<file path="config.mk">
export PLATFORM = sky130hd
export DESIGN_NAME = bf_weight_loader_flat
export DESIGN_NICKNAME = d
export VERILOG_FILES = /design/src/rtl/bf_weight_loader_if.sv /design/src/rtl/bf_weight_loader.sv /design/src/flat_wrapper.sv
export SDC_FILE = /design/constraint.sdc
export NUM_CORES = 1
export LEC_CHECK = 0
export ABC_AREA = 1
export CAP_MARGIN = 20
export CORE_MARGIN = 10
export CORE_UTILIZATION = 59
export CTS_CLUSTER_SIZE = 14
export DETAILED_ROUTE_END_ITERATION = 12
export GPL_ROUTABILITY_DRIVEN = 0
export PLACE_DENSITY_LB_ADDON = 0.15
export SLEW_MARGIN = 20
export SYNTH_ARGS = -nofsm -noshare
export SYNTH_HDL_FRONTEND = slang
export SYNTH_SLANG_ARGS = --single-unit
</file>
<file path="constraint.sdc">
create_clock -name clock -period 3.25 [get_ports clock]
set_input_delay 0.65 -clock clock [delete_from_list [all_inputs] [get_ports clock]]
set_output_delay 0.65 -clock clock [all_outputs]
set_load 0.01 [all_outputs]
</file>
<file path="src/rtl/bf_weight_loader_if.sv">
// Weight write port and commit controls for the beamformer weight loader.
// The master drives writes and commit/frame pulses; the slave returns wr_ready.
interface bf_weight_loader_if #(
  parameter int WW = 5
);
  // A write transfers on a rising clock edge where wr_valid and wr_ready are
  // both high; wr_addr/wr_bcast/wr_data are sampled only on that edge and the
  // master holds them stable while wr_valid is high and wr_ready is low.
  logic          wr_valid;
  logic          wr_ready;
  logic [4:0]    wr_addr;
  logic          wr_bcast;
  logic [WW-1:0] wr_data;
  logic          commit_req;
  logic          frame_strobe;

  modport master (
    output wr_valid, wr_addr, wr_bcast, wr_data, commit_req, frame_strobe,
    input  wr_ready
  );

  modport slave (
    input  wr_valid, wr_addr, wr_bcast, wr_data, commit_req, frame_strobe,
    output wr_ready
  );
endinterface

</file>
<file path="src/rtl/bf_weight_loader.sv">
// Shadow/active weight banks for the 8-channel beamformer. Writes land in the
// shadow bank; a requested commit copies it to the active bank on a frame strobe.
module bf_weight_loader #(
  parameter int NCH = 8,
  parameter int WW  = 5
) (
  input  logic                    clock,
  input  logic                    reset,
  bf_weight_loader_if.slave       wr,
  output logic [NCH-1:0][WW-1:0]  w_cos_1,
  output logic [NCH-1:0][WW-1:0]  w_sin_1,
  output logic [NCH-1:0][WW-1:0]  w_cos_2,
  output logic [NCH-1:0][WW-1:0]  w_sin_2,
  output logic                    commit_pending,
  output logic                    commit_done,
  output logic                    dirty,
  output logic                    weights_valid,
  output logic                    dbg_state
);

  typedef enum logic {S_IDLE, S_ARMED} state_t;

  typedef logic [NCH-1:0][3:0][WW-1:0] bank_t;

  state_t state_q, state_d;
  bank_t  shadow_q, shadow_d;
  bank_t  active_q, active_d;
  logic   dirty_q, dirty_d;
  logic   valid_q, valid_d;
  logic   done_q, done_d;
  logic   wr_fire;
  logic   commit;

  assign wr.wr_ready = (state_q == S_IDLE);
  assign wr_fire     = wr.wr_valid && wr.wr_ready;

  always_comb begin
    state_d = state_q;
    commit  = 1'b0;
    case (state_q)
      S_IDLE: begin
        if (wr.commit_req) state_d = S_ARMED;
      end
      S_ARMED: begin
        // A strobe in the same cycle as the request is already past; only a
        // strobe seen while armed performs the copy.
        if (wr.frame_strobe) begin
          commit  = 1'b1;
          state_d = S_IDLE;
        end
      end
      default: state_d = S_IDLE;
    endcase
  end

  always_comb begin
    shadow_d = shadow_q;
    active_d = active_q;
    dirty_d  = dirty_q;
    valid_d  = valid_q | commit;
    done_d   = commit;
    if (wr_fire) begin
      for (int ch = 0; ch < NCH; ch++) begin
        if (wr.wr_bcast || (3'(ch) == wr.wr_addr[4:2])) begin
          shadow_d[ch][wr.wr_addr[1:0]] = wr.wr_data;
        end
      end
      dirty_d = 1'b1;
    end
    if (commit) begin
      active_d = shadow_q;
      dirty_d  = 1'b0;
    end
  end

  always_ff @(posedge clock or negedge reset) begin
    if (!reset) begin
      state_q  <= S_IDLE;
      shadow_q <= '0;
      active_q <= '0;
      dirty_q  <= 1'b0;
      valid_q  <= 1'b0;
      done_q   <= 1'b0;
    end else begin
      state_q  <= state_d;
      shadow_q <= shadow_d;
      active_q <= active_d;
      dirty_q  <= dirty_d;
      valid_q  <= valid_d;
      done_q   <= done_d;
    end
  end

  always_comb begin
    for (int ch = 0; ch < NCH; ch++) begin
      w_cos_1[ch] = active_q[ch][0];
      w_sin_1[ch] = active_q[ch][1];
      w_cos_2[ch] = active_q[ch][2];
      w_sin_2[ch] = active_q[ch][3];
    end
  end

  assign commit_pending = (state_q == S_ARMED);
  assign commit_done    = done_q;
  assign dirty          = dirty_q;
  assign weights_valid  = valid_q;
  assign dbg_state      = (state_q == S_ARMED);

endmodule

</file>
<file path="src/flat_wrapper.sv">
// flat-port wrapper written by rule: the top's interface ports become plain ports
module bf_weight_loader_flat 
#(
  parameter int NCH = 8,
  parameter int WW  = 5
)
  (clock, reset, w_cos_1, w_sin_1, w_cos_2, w_sin_2, commit_pending, commit_done, dirty, weights_valid, dbg_state, wr_wr_valid, wr_wr_addr, wr_wr_bcast, wr_wr_data, wr_commit_req, wr_frame_strobe, wr_wr_ready);
  bf_weight_loader_if #(.WW(WW)) wr_i ();
  input  logic clock;
  input  logic reset;
  output logic [NCH-1:0][WW-1:0] w_cos_1;
  output logic [NCH-1:0][WW-1:0] w_sin_1;
  output logic [NCH-1:0][WW-1:0] w_cos_2;
  output logic [NCH-1:0][WW-1:0] w_sin_2;
  output logic commit_pending;
  output logic commit_done;
  output logic dirty;
  output logic weights_valid;
  output logic dbg_state;
  input wire logic [$bits(wr_i.wr_valid)-1:0] wr_wr_valid;
  input wire logic [$bits(wr_i.wr_addr)-1:0] wr_wr_addr;
  input wire logic [$bits(wr_i.wr_bcast)-1:0] wr_wr_bcast;
  input wire logic [$bits(wr_i.wr_data)-1:0] wr_wr_data;
  input wire logic [$bits(wr_i.commit_req)-1:0] wr_commit_req;
  input wire logic [$bits(wr_i.frame_strobe)-1:0] wr_frame_strobe;
  output wire logic [$bits(wr_i.wr_ready)-1:0] wr_wr_ready;
  assign wr_i.wr_valid = wr_wr_valid;
  assign wr_i.wr_addr = wr_wr_addr;
  assign wr_i.wr_bcast = wr_wr_bcast;
  assign wr_i.wr_data = wr_wr_data;
  assign wr_i.commit_req = wr_commit_req;
  assign wr_i.frame_strobe = wr_frame_strobe;
  assign wr_wr_ready = wr_i.wr_ready;
  bf_weight_loader #(.NCH(NCH), .WW(WW)) u_core (.clock(clock), .reset(reset), .wr(wr_i), .w_cos_1(w_cos_1), .w_sin_1(w_sin_1), .w_cos_2(w_cos_2), .w_sin_2(w_sin_2), .commit_pending(commit_pending), .commit_done(commit_done), .dirty(dirty), .weights_valid(weights_valid), .dbg_state(dbg_state));
endmodule
</file>
# Yosys cells after proc, flatten, opt, wreduce, memory -nomap -nowiden
# Cells that the tools add are included.
[op_classes]
magnitude_cmp = 2
eq_ne = 7
n_mux = 17
bitwise = 2
n_reduce_logical = 20
[ops]
columns = ["op", "n"]
rows = [
  ["20-bit bitwise mux", 8],
  ["2-bit AND reduction", 8],
  ["3-bit == test (first input constant)", 4],
  ["5-bit demux with 2-bit select", 1],
  ["1-bit logical OR", 8],
  ["2-bit by 3-bit == test with 1-bit output (first input constant)", 2],
  ["1-bit 2-to-1 mux", 6],
  ["5-bit 2-to-1 mux", 1],
  ["1-bit by 3-bit == test with 1-bit output (first input constant)", 1],
  ["3-bit zero test", 1],
  ["2-bit by 3-bit less-than comparator with 1-bit output (second input constant)", 1],
  ["2-bit by 1-bit >= comparator with 1-bit output (second input constant)", 1],
  ["1-bit logical AND", 2],
  ["1-bit one-hot mux with 2 select lines", 1],
  ["2-bit nonzero test", 1],
  ["1-bit inverter", 1],
  ["1-bit bitwise OR", 1],
]
[word_totals]
regBits = 324
in_bits = 16
output_inout_bits = 166

# Longest topological paths before layout
# Gate-level depths: netlist of run 1.
[logic_depth]
depth_word = 5
mapped_depth = 7
mapped_depth_nobuf = 6

# Worst setup path before layout of run 1
# Ideal clock, no wire load.
[synth_timing]
kind = "input -> register"
from = "input port wr_wr_valid"
to = "register u_core.shadow_q[159] (netlist bit)"
setup_time_ps = 117
arrival_time_ps = 1384
required_time_ps = 3133
path_slack_ps = 1749
stages = 7
path_buffers = 2
cell_sequence = "inv_1 nor2_1 buf_4 buf_4 nand3_1 nand2_1 nand2_1"
[synth_via]
elab_chain_len = 2
[synth_rtl]
columns = ["element", "line_no", "source"]
rows = [
  ["from (decl)", "flat_wrapper.sv:20", "input wire logic [$bits(wr_i.wr_valid)-1:0] wr_wr_valid;"],
  ["1-bit logical AND", "bf_weight_loader.sv:35", "assign wr_fire = wr.wr_valid && wr.wr_ready;"],
  ["2-bit AND reduction (no line)", "--", ""],
  ["to (signal assigned)", "bf_weight_loader.sv:86", "shadow_q <= shadow_d;"],
  ["to (decl)", "bf_weight_loader.sv:26", "bank_t shadow_q, shadow_d;"],
]
# Every way passes these cells.
# A chain may end at the register's enable or synchronous reset.

# Worst setup path after layout of run 1
[layout_timing]
from = "register u_core.state_q, in the netlist u_core.commit_pending"
to = "output port dbg_state"
[layout_lines]
columns = ["element", "line_no", "source"]
rows = [
  ["from (decl)", "bf_weight_loader.sv:25", "state_t state_q, state_d;"],
  ["from (signal assigned)", "bf_weight_loader.sv:85", "state_q <= state_d;"],
  ["to (decl)", "flat_wrapper.sv:19", "output logic dbg_state;"],
]
# No word-level cell between the ends.

==> impl_metrics.tcl, run 1 <==
set metrics [dict create \
    status "finished clean" \
    p_per_area_nw_per_um2 828 \
    fin_skew_ns 0.0149 \
    grt_pass1_vias 10700 \
    antenna_found_initial 0 \
    yosysTopAreaCellShare 0.626 \
    synth_top_area_cell "dfrtp_1" \
    holdWs_ns 0.168 \
    routed.top_layer "met4" \
    maxCapViolations 0 \
    io_pins 182 \
    ys_ff_latch 324 \
    num_rows 54 \
    vias_per_cell 5.60 \
    path_clk_slew_ns 0.06 \
    finalCritPeriodShare 0.713 \
    path_depth 1 \
    die_height_um 168 \
    grt_max_degree 161 \
    cp_slowest_cell "clkdlybuf4s50_1" \
    syn_nets 1477 \
    place_ws_ns 0.651 \
    start_kind "flop" \
    hold_viol 0 \
    met1_length_um 14600 \
    area_delta_synth_final_pct 25.2 \
    track_usage 0.237 \
    arrival_ns 1.67 \
    tightest_slew_ns 0.905 \
    reg2regPathDepth 5 \
    cts_htree_levels 2 \
    wire_per_inst_um 17.9 \
    n_antenna_cell 0 \
    path_delay_family "buffers and inverters" \
    nets 1623 \
    wl_met2_um 16300 \
    dp_hpwl_um 20800 \
    num-fill-cells 1551 \
    path_max_fanout 6 \
    ant_nets 0 \
    setup_slack_ns 0.932 \
    finalSetupViolCount 0 \
    hold_path.class "in -> async" \
    syn_area_sq_um 13000 \
    crit_type "reg -> out" \
    ys.flop_type "dfrtp_1" \
    max_slew_margin 0.397 \
    finalSetupTns_ns 0 \
    timing.fmax_mhz 431 \
    slew_viol_final 0 \
    yosysUniqueCellTypes 13 \
    cts-resized-gates 0 \
    synth_most_common_cell "nand2_1" \
    cp-end-kind "primary output" \
    clk_latency_ns 0.51 \
    routed_wl_um 34200 \
    worst-path-buf-inv 1 \
    crit_chain "clkdlybuf4s50_1" \
    cts-hold-fix-buffers 0 \
    r2r_end "u_core.w_cos_2[23]$_DFFE_PN0P_" \
    dr_total_vias 10700 \
    remaining_drc_errors 0 \
    rsz0062_at_grt "no" \
    drt-pass1-iter-count 5 \
    cts_made_buffers 35 \
    ir_drop_mv 0.598 \
    cts_tree "built" \
    drt_iter0_markers 1038 \
    port_buffers 181 \
    synth_edf_count 0 \
    die_w_um 168 \
    dieArea_sq_um 28300 \
    initial_utilization 0.597 \
    synthArstFlopShare 1.00 \
    core_area_sq_um 21700 \
    power.leakage_nw 8.41 \
    synth.area.top_cells "dfrtp_1 (63%), nand2_1 (23%), nand4_1 (7.7%)" \
    rrSetupSlack_ns 1.51 \
    ys_seq_area_frac 0.626 \
    drive_above_1_share 0.0631 \
    wl_met3_um 2670 \
    yosys_warnings 0 \
    cp.required_ns 2.60 \
    grt_overflow 0 \
    cts_buffer_depth 3 \
    min_period_ns 2.32 \
    max_stage_delay_ns 0.61 \
    root_buffer "clkbuf_16" \
    synth_common_cells "nand2_1 (811), dfrtp_1 (324), nand4_1 (160)" \
    syn-instance-count 1461 \
    grt_pass1_wl_um 56000 \
    synth.avg_cell_area_sq_um 8.87 \
    cts.sinks 324 \
    post-cts-setup-buffer-count 0 \
    r2r_start "u_core.commit_pending$_DFF_PN0_" \
]
## area by class of cell
cell class,instances,area (sq um),share of cell area
clock inverter,14,194,0.0120
sequential,324,8110,0.500
multi-input combinational,1019,4320,0.266
tap,280,350,0.0216
timing repair buffer,217,2190,0.135
inverter,10,40.0,0.00247
clock buffer,49,1010,0.0623
## cells in the final DEF (no fill, tap or decap)
cell type / instances
buf_8: 1
clkdlybuf4s50_1: 179
clkinv_1: 1
inv_6: 2
clkbuf_1: 7
clkbuf_8: 6
nand2_1: 810
bufinv_16: 4
clkinvlp_4: 2
nand2_4: 1
dfrtp_1: 324
clkbuf_16: 36
clkinv_2: 5
buf_12: 9
inv_1: 8
inv_4: 1
or2_2: 1
clkinv_8: 1
buf_4: 27
nor2_1: 5
nand4_1: 160
nand3_1: 36
nor2_4: 4
o21ai_2: 2
buf_2: 1
## worst max-delay path by stage
stage / startpoint / to
after floorplan: wr_wr_valid / u_core.shadow_q[159]$_DFFE_PN0P_
after global placement: wr_wr_addr[1] / u_core.shadow_q[134]$_DFFE_PN0P_
after detailed placement: wr_wr_addr[1] / u_core.shadow_q[14]$_DFFE_PN0P_
after CTS: u_core.commit_pending$_DFF_PN0_ / dbg_state
after global routing: u_core.commit_pending$_DFF_PN0_ / dbg_state
final: u_core.commit_pending$_DFF_PN0_ / dbg_state
## state kept, by name, summed over array words and instances, names as in the netlist
| signal | cells |
|---|---|
| u_core.commit_done | 1 |
| u_core.commit_pending | 1 |
| u_core.w_cos_1 | 40 |
| u_core.weights_valid | 1 |
| u_core.w_sin_2 | 40 |
| u_core.dirty | 1 |
| u_core.w_cos_2 | 40 |
| u_core.w_sin_1 | 40 |
| u_core.shadow_q | 160 |
## layer usage
metal / track usage / vias to the layer above
li1: - / 4984
met5: 0 / -
met2: 0.377 / 419
met1: 0.325 / 5268
met4: 0.0598 / 0
met3: 0.0508 / 48
## cell families after synthesis
family | after synthesis | share of synthesized area
simple gates | 1017 | 0.329
flops | 324 | 0.626
buf+inv | 118 | 0.0436
compound gates | 2 | 0.00135
## report_power, final
part / switching, W / internal, W / leakage, nW
registers: 0.000770 / 0.00524 / 4.15
logic: 0.00170 / 0.00164 / 3.67
clock network: 0.00158 / 0.00250 / 0.587
total: 0.00404 / 0.00938 / 8.41
## metrics by stage
step,cell area [sq um],util,instances,power [W]
floorplan,13000,-,1461,0.00740
global placement,15000,0.692,1850,0.00927
detailed placement,15000,0.692,1850,0.00939
CTS,16200,0.748,1913,0.0135
global route,16200,0.748,1913,0.0142
finish,16200,0.748,1913,0.0134
(Power assumes the default switching activity.)
==> inputs of run 2 (changes only) <==
--- a/config.mk
+++ b/config.mk
@@ -8,7 +8,7 @@
 export ABC_AREA = 1
 export CAP_MARGIN = 20
 export CORE_MARGIN = 10
-export CORE_UTILIZATION = 59
+export CORE_UTILIZATION = 49
 export CTS_CLUSTER_SIZE = 14
 export DETAILED_ROUTE_END_ITERATION = 12
 export GPL_ROUTABILITY_DRIVEN = 0
==> constraint.sdc (replaced) <==
create_clock -name clock -period 2 [get_ports clock]
set_input_delay 0.4 -clock clock [delete_from_list [all_inputs] [get_ports clock]]
set_output_delay 0.4 -clock clock [all_outputs]
set_load 0.01 [all_outputs]
==> run 2 against run 1 <==
Sequential power is 62% higher. Count of clock-buffer cells in the layout up 2. Utilization decreased by 11 points. Via count down 1.5%. Clock power up 63%. Register-to-register slack got worse by 1.1 ns.
==> impl_metrics.tcl, run 2 (synthesis results as in run 1) <==
set metrics [dict create \
    num_rows 59 \
    cp_slowest_cell "clkdlybuf4s50_1" \
    largest_reg_flops 160 \
    crit_chain "inv_1 -> clkdlybuf4s50_1" \
    holdWs_ns 0.355 \
    rsz0062_at_grt "no" \
    cp-end-kind "primary output" \
    setup_slack_ns 0.0739 \
    drt_iter0_markers 916 \
    final_common_cell "nand2_1" \
    p_seq_frac 0.446 \
    io_pins 182 \
    initial_utilization 0.497 \
    nets 1655 \
    remaining_drc_errors 0 \
    hold_path.class "in -> reg" \
    max_stage_delay_ns 0.53 \
    power.leakage_nw 8.65 \
    switching_share 0.297 \
    drt-pass1-iter-count 5 \
    path_delay_family "buffers and inverters" \
    cts.sinks 324 \
    num-fill-cells 2132 \
    power_frac_comb 0.251 \
    status "finished clean" \
    antenna_found_initial 0 \
    dieArea_sq_um 33300 \
    path_clk_slew_ns 0.06 \
    min_period_ns 1.93 \
    path_max_fanout 6 \
    worst-path-buf-inv 2 \
    tightest_slew_ns 0.565 \
    core_area_sq_um 26100 \
    port_buffers 181 \
    cts_made_buffers 36 \
    slew_viol_final 0 \
    p_per_area_nw_per_um2 1310 \
    ir_drop_mv 0.716 \
    most-common-layout-cells "nand2_1 (810), dfrtp_1 (323), clkdlybuf4s50_1 (175), nand4_1 (160), buf_4 (38)" \
    hold_viol 0 \
    max_slew_margin 0.623 \
    cts_buffer_depth 3 \
    top_register "u_core.shadow_q" \
    crit_type "reg -> out" \
    cts_tree "built" \
    p_int_w 0.0154 \
    dr_total_vias 10600 \
    arrival_ns 1.53 \
    die_w_um 183 \
    grt_max_degree 99 \
    area_delta_synth_final_pct 29.2 \
    clkPwrFrac 0.303 \
    cts_htree_levels 2 \
    ant_nets 0 \
    start_kind "flop" \
    maxCapViolations 0 \
    die_height_um 183 \
    root_buffer "clkbuf_16" \
    routed_wl_um 33800 \
    vias_per_cell 5.28 \
    clk_latency_ns 0.51 \
    place_ws_ns -0.0291 \
    finalCritPeriodShare 0.963 \
    drive_above_1_share 0.0841 \
    finalSetupViolCount 0 \
    grt_overflow 0 \
    dp_hpwl_um 22000 \
    grt_pass1_vias 10600 \
    cp.required_ns 1.60 \
    grt_pass1_wl_um 56200 \
    track_usage 0.203 \
    timing.fmax_mhz 519 \
    switching_power_w 0.00650 \
    n_antenna_cell 0 \
    wire_per_inst_um 16.9 \
    fin_skew_ns 0.0159 \
]
-- run 2: changes by cell type in the layout (fill, tap and decap cells not counted), sizes merged --
cell	delta
bufinv	-1
clkdlybuf4s50	-4
clkbuf	+2
clkinv	-2
dlygate4sd3	+1
buf	+34
clkinvlp	+1
-- run 2: worst min-delay path, stage by stage --
cell     delay (ns)
buf_2          0.23
nand4_1        0.14
nand2_1        0.05
-- run 2: per-stage QoR --
stage | TNS, ns | power [W] | utilization | cell area, sq um | instances
6_report | 0 | 0.0219 | 0.642 | 16700 | 1999
3_3_place_gp | 0 | 0.0153 | 0.595 | 15500 | 1934
3_5_place_dp | -0.197 | 0.0154 | 0.595 | 15500 | 1934
5_1_grt | 0 | 0.0232 | 0.642 | 16700 | 1999
2_1_floorplan | 0 | 0.0120 | - | 13000 | 1461
4_1_cts | 0 | 0.0221 | 0.642 | 16700 | 1999
-- run 2: power by group through the flow --
stage               sequential (W)  combinational [W]  clock [W]
floorplan                   0.0100            0.00202          0
global placement           0.00982            0.00545          0
detailed placement         0.00982            0.00557          0
CTS                        0.00975            0.00561    0.00675
global route               0.00999            0.00615    0.00703
finish                     0.00975            0.00549    0.00664
-- run 2: what timing repair did --
item	4_1_cts	5_1_grt
endpoints found under the setup margin	3	0
hold buffers	1	0
endpoints found under the hold margin	38	0
gates resized for setup	1	0
buffers inserted	1	0
-- run 2: path summary, 6_finish.rpt --
kind | start | to | depth (start not counted) | slack [ns]
setup / recovery | u_core.commit_pending$_DFF_PN0_ | wr_wr_ready | 2 | 0.07
hold / removal | wr_wr_data[4] | u_core.shadow_q[9]$_DFFE_PN0P_ | 3 | 0.35
setup reg to reg | u_core.commit_pending$_DFF_PN0_ | u_core.shadow_q[157]$_DFFE_PN0P_ | 6 | 0.39
hold reg to reg | u_core.weights_valid$_DFF_PN0_ | u_core.weights_valid$_DFF_PN0_ | 1 | 0.47
max in group asynchronous | reset | u_core.commit_pending$_DFF_PN0_ | 3 | 0.91
min in group asynchronous | reset | u_core.w_sin_1[0]$_DFFE_PN0P_ | 2 | 0.39
-- run 2: layout make-up --
class	count	area [sq um]	area share
Inverter	10	40.0	0.00239
Clock buffer	51	1060	0.0632
Sequential cell	324	8110	0.484
Timing Repair Buffer	248	2650	0.158
Tap cell	335	419	0.0250
Multi-Input combinational cell	1019	4320	0.258
Clock inverter	12	146	0.00874
-- run 2: metal layers --
metal | vias up | routed length [um] | GRT usage
li1 | 5069 | - | -
met1 | 5157 | 15400 | 0.283
met2 | 290 | 15500 | 0.313
met3 | 40 | 2380 | 0.0497
met4 | 0 | 486 | 0.0443
met5 | - | 0 | 0
==> inputs of run 3 (changes only) <==
--- a/config.mk
+++ b/config.mk
@@ -7,6 +7,7 @@
 export LEC_CHECK = 0
 export ABC_AREA = 1
 export CAP_MARGIN = 20
+export CORE_ASPECT_RATIO = 1.2
 export CORE_MARGIN = 10
 export CORE_UTILIZATION = 49
 export CTS_CLUSTER_SIZE = 14
==> run 3 against run 2 <==
Sequential share of layout area rose by 0.17 points. Clock power rose by 3%. Critical path type unchanged. First-iteration DRC count fell by 12%. Register-to-register slack improved by 0.02 ns. Critical path depth did not move. Global-route usage rose by 0.18 points. Count of clock-buffer cells in the layout fell by 1. Non-clock buffer count fell by 8. Routed wire length rose by 1.8%. Sequential cell count did not move.
==> impl_metrics.tcl, run 3 (synthesis results as in run 1) <==
set metrics [dict create \
    status "finished clean" \
    track_usage 0.204 \
    finalSetupViolCount 0 \
    finalCritPeriodShare 0.968 \
    hold_viol 0 \
    tightest_slew_ns 0.557 \
    min_period_ns 1.94 \
    p_per_area_nw_per_um2 1320 \
    crit_type "reg -> out" \
    max_slew_margin 0.629 \
    path_max_fanout 6 \
    cp-end-kind "primary output" \
    dp_cells 1925 \
    largest_reg_flops 160 \
    die_height_um 198 \
    dr_total_vias 10500 \
    cts_tree "built" \
    cts_htree_levels 2 \
    remaining_drc_errors 0 \
    most-common-layout-cells "nand2_1 (810), dfrtp_1 (323), clkdlybuf4s50_1 (175), nand4_1 (160), clkbuf_16 (37)" \
    clk_latency_ns 0.51 \
    cp_slowest_cell "clkdlybuf4s50_1" \
    num_rows 65 \
    vias_per_cell 5.30 \
    top_register "u_core.shadow_q" \
    fin_skew_ns 0.0181 \
    area_delta_synth_final_pct 28.8 \
    dieArea_sq_um 33400 \
    finalSetupTns_ns 0 \
    initial_utilization 0.495 \
    cts.sinks 324 \
    n_antenna_cell 0 \
    cts_buffer_depth 3 \
    drt_iter0_markers 802 \
    drive_above_1_share 0.0780 \
    instances_no_fill 1989 \
    cp.required_ns 1.60 \
    die_w_um 168 \
    crit_chain "inv_1 -> clkdlybuf4s50_1" \
    path_delay_family "buffers and inverters" \
    worst-path-buf-inv 2 \
    core_area_sq_um 26200 \
    max_stage_delay_ns 0.53 \
    wire_per_inst_um 17.3 \
    timing.fmax_mhz 517 \
    root_buffer "clkbuf_16" \
    antenna_found_initial 1 \
    grt_pass1_wl_um 56400 \
    maxCapViolations 0 \
    final_common_cell "nand2_1" \
    power.leakage_nw 8.61 \
    grt_overflow 0 \
    arrival_ns 1.54 \
    dp_hpwl_um 22000 \
    nets 1645 \
    io_pins 182 \
    ant_nets 0 \
    rsz0062_at_grt "no" \
    start_kind "flop" \
    port_buffers 181 \
    routed_wl_um 34400 \
    cts_made_buffers 34 \
    drt-pass1-iter-count 5 \
    ir_drop_mv 0.807 \
    grt_pass1_vias 10600 \
    grt_max_degree 70 \
    slew_viol_final 0 \
    path_clk_slew_ns 0.06 \
    hold_path.class "in -> reg" \
]
==> run 3: path summary, 6_finish.rpt <==
kind / from / endpoint / slack (ns) / cells after the start
setup / recovery: u_core.commit_pending$_DFF_PN0_ / wr_wr_ready / 0.06 / 2
hold / removal: wr_wr_data[3] / u_core.shadow_q[3]$_DFFE_PN0P_ / 0.28 / 3
setup reg to reg: u_core.commit_pending$_DFF_PN0_ / u_core.shadow_q[38]$_DFFE_PN0P_ / 0.41 / 7
hold reg to reg: u_core.shadow_q[114]$_DFFE_PN0P_ / u_core.w_cos_2[29]$_DFFE_PN0P_ / 0.46 / 2
max in group asynchronous: reset / u_core.w_cos_2[12]$_DFFE_PN0P_ / 0.93 / 3
min in group asynchronous: reset / u_core.w_sin_1[35]$_DFFE_PN0P_ / 0.37 / 2
==> run 3: layer usage <==
| metal | part of all wire | global-route usage | vias up |
|---|---|---|---|
| li1 | - | - | 5034 |
| met1 | 0.44 | 0.276 | 5156 |
| met2 | 0.48 | 0.326 | 302 |
| met3 | 0.068 | 0.0496 | 50 |
| met4 | 0.017 | 0.0507 | 0 |
| met5 | 0 | 0 | - |
==> run 3: cell type report <==
type / instances / area, sq um
Fill cell: 2186 / 9510
Clock buffer: 50 / 1030
Tap cell: 335 / 419
Clock inverter: 11 / 184
Timing Repair Buffer: 240 / 2570
Multi-Input combinational cell: 1019 / 4320
Sequential cell: 324 / 8110
Inverter: 10 / 40.0
==> run 3: worst min-delay path, cell delays in order <==
cell     delay, ns
buf_2         0.19
nand4_1       0.11
nand2_1       0.05
==> run 3: metrics by stage <==
step                total power (W)  area, sq um  hold slack, ns   util  setup WS, ns
floorplan                    0.0120        13000           0.104      -         0.693
global placement             0.0152        15400           0.328  0.589        0.0628
detailed placement           0.0154        15400           0.325  0.589        0.0118
CTS                          0.0223        16700           0.267  0.636        0.0119
global route                 0.0233        16700           0.274  0.637       0.00797
finish                       0.0220        16700           0.285  0.637        0.0650
==> run 3: power by group <==
part / internal, W / switching, W / total [W]
combinational: 0.00277 / 0.00273 / 0.00550
clock: 0.00424 / 0.00257 / 0.00681
sequential: 0.00852 / 0.00120 / 0.00973
total: 0.0155 / 0.00650 / 0.0220
==> run 3: repair_timing <==
action,in CTS,in global routing
hold endpoints to repair,32,0
pin swaps,0,0
endpoints found under the setup margin,3,1
setup buffers,0,2
hold buffers,1,0
resized for setup,1,0
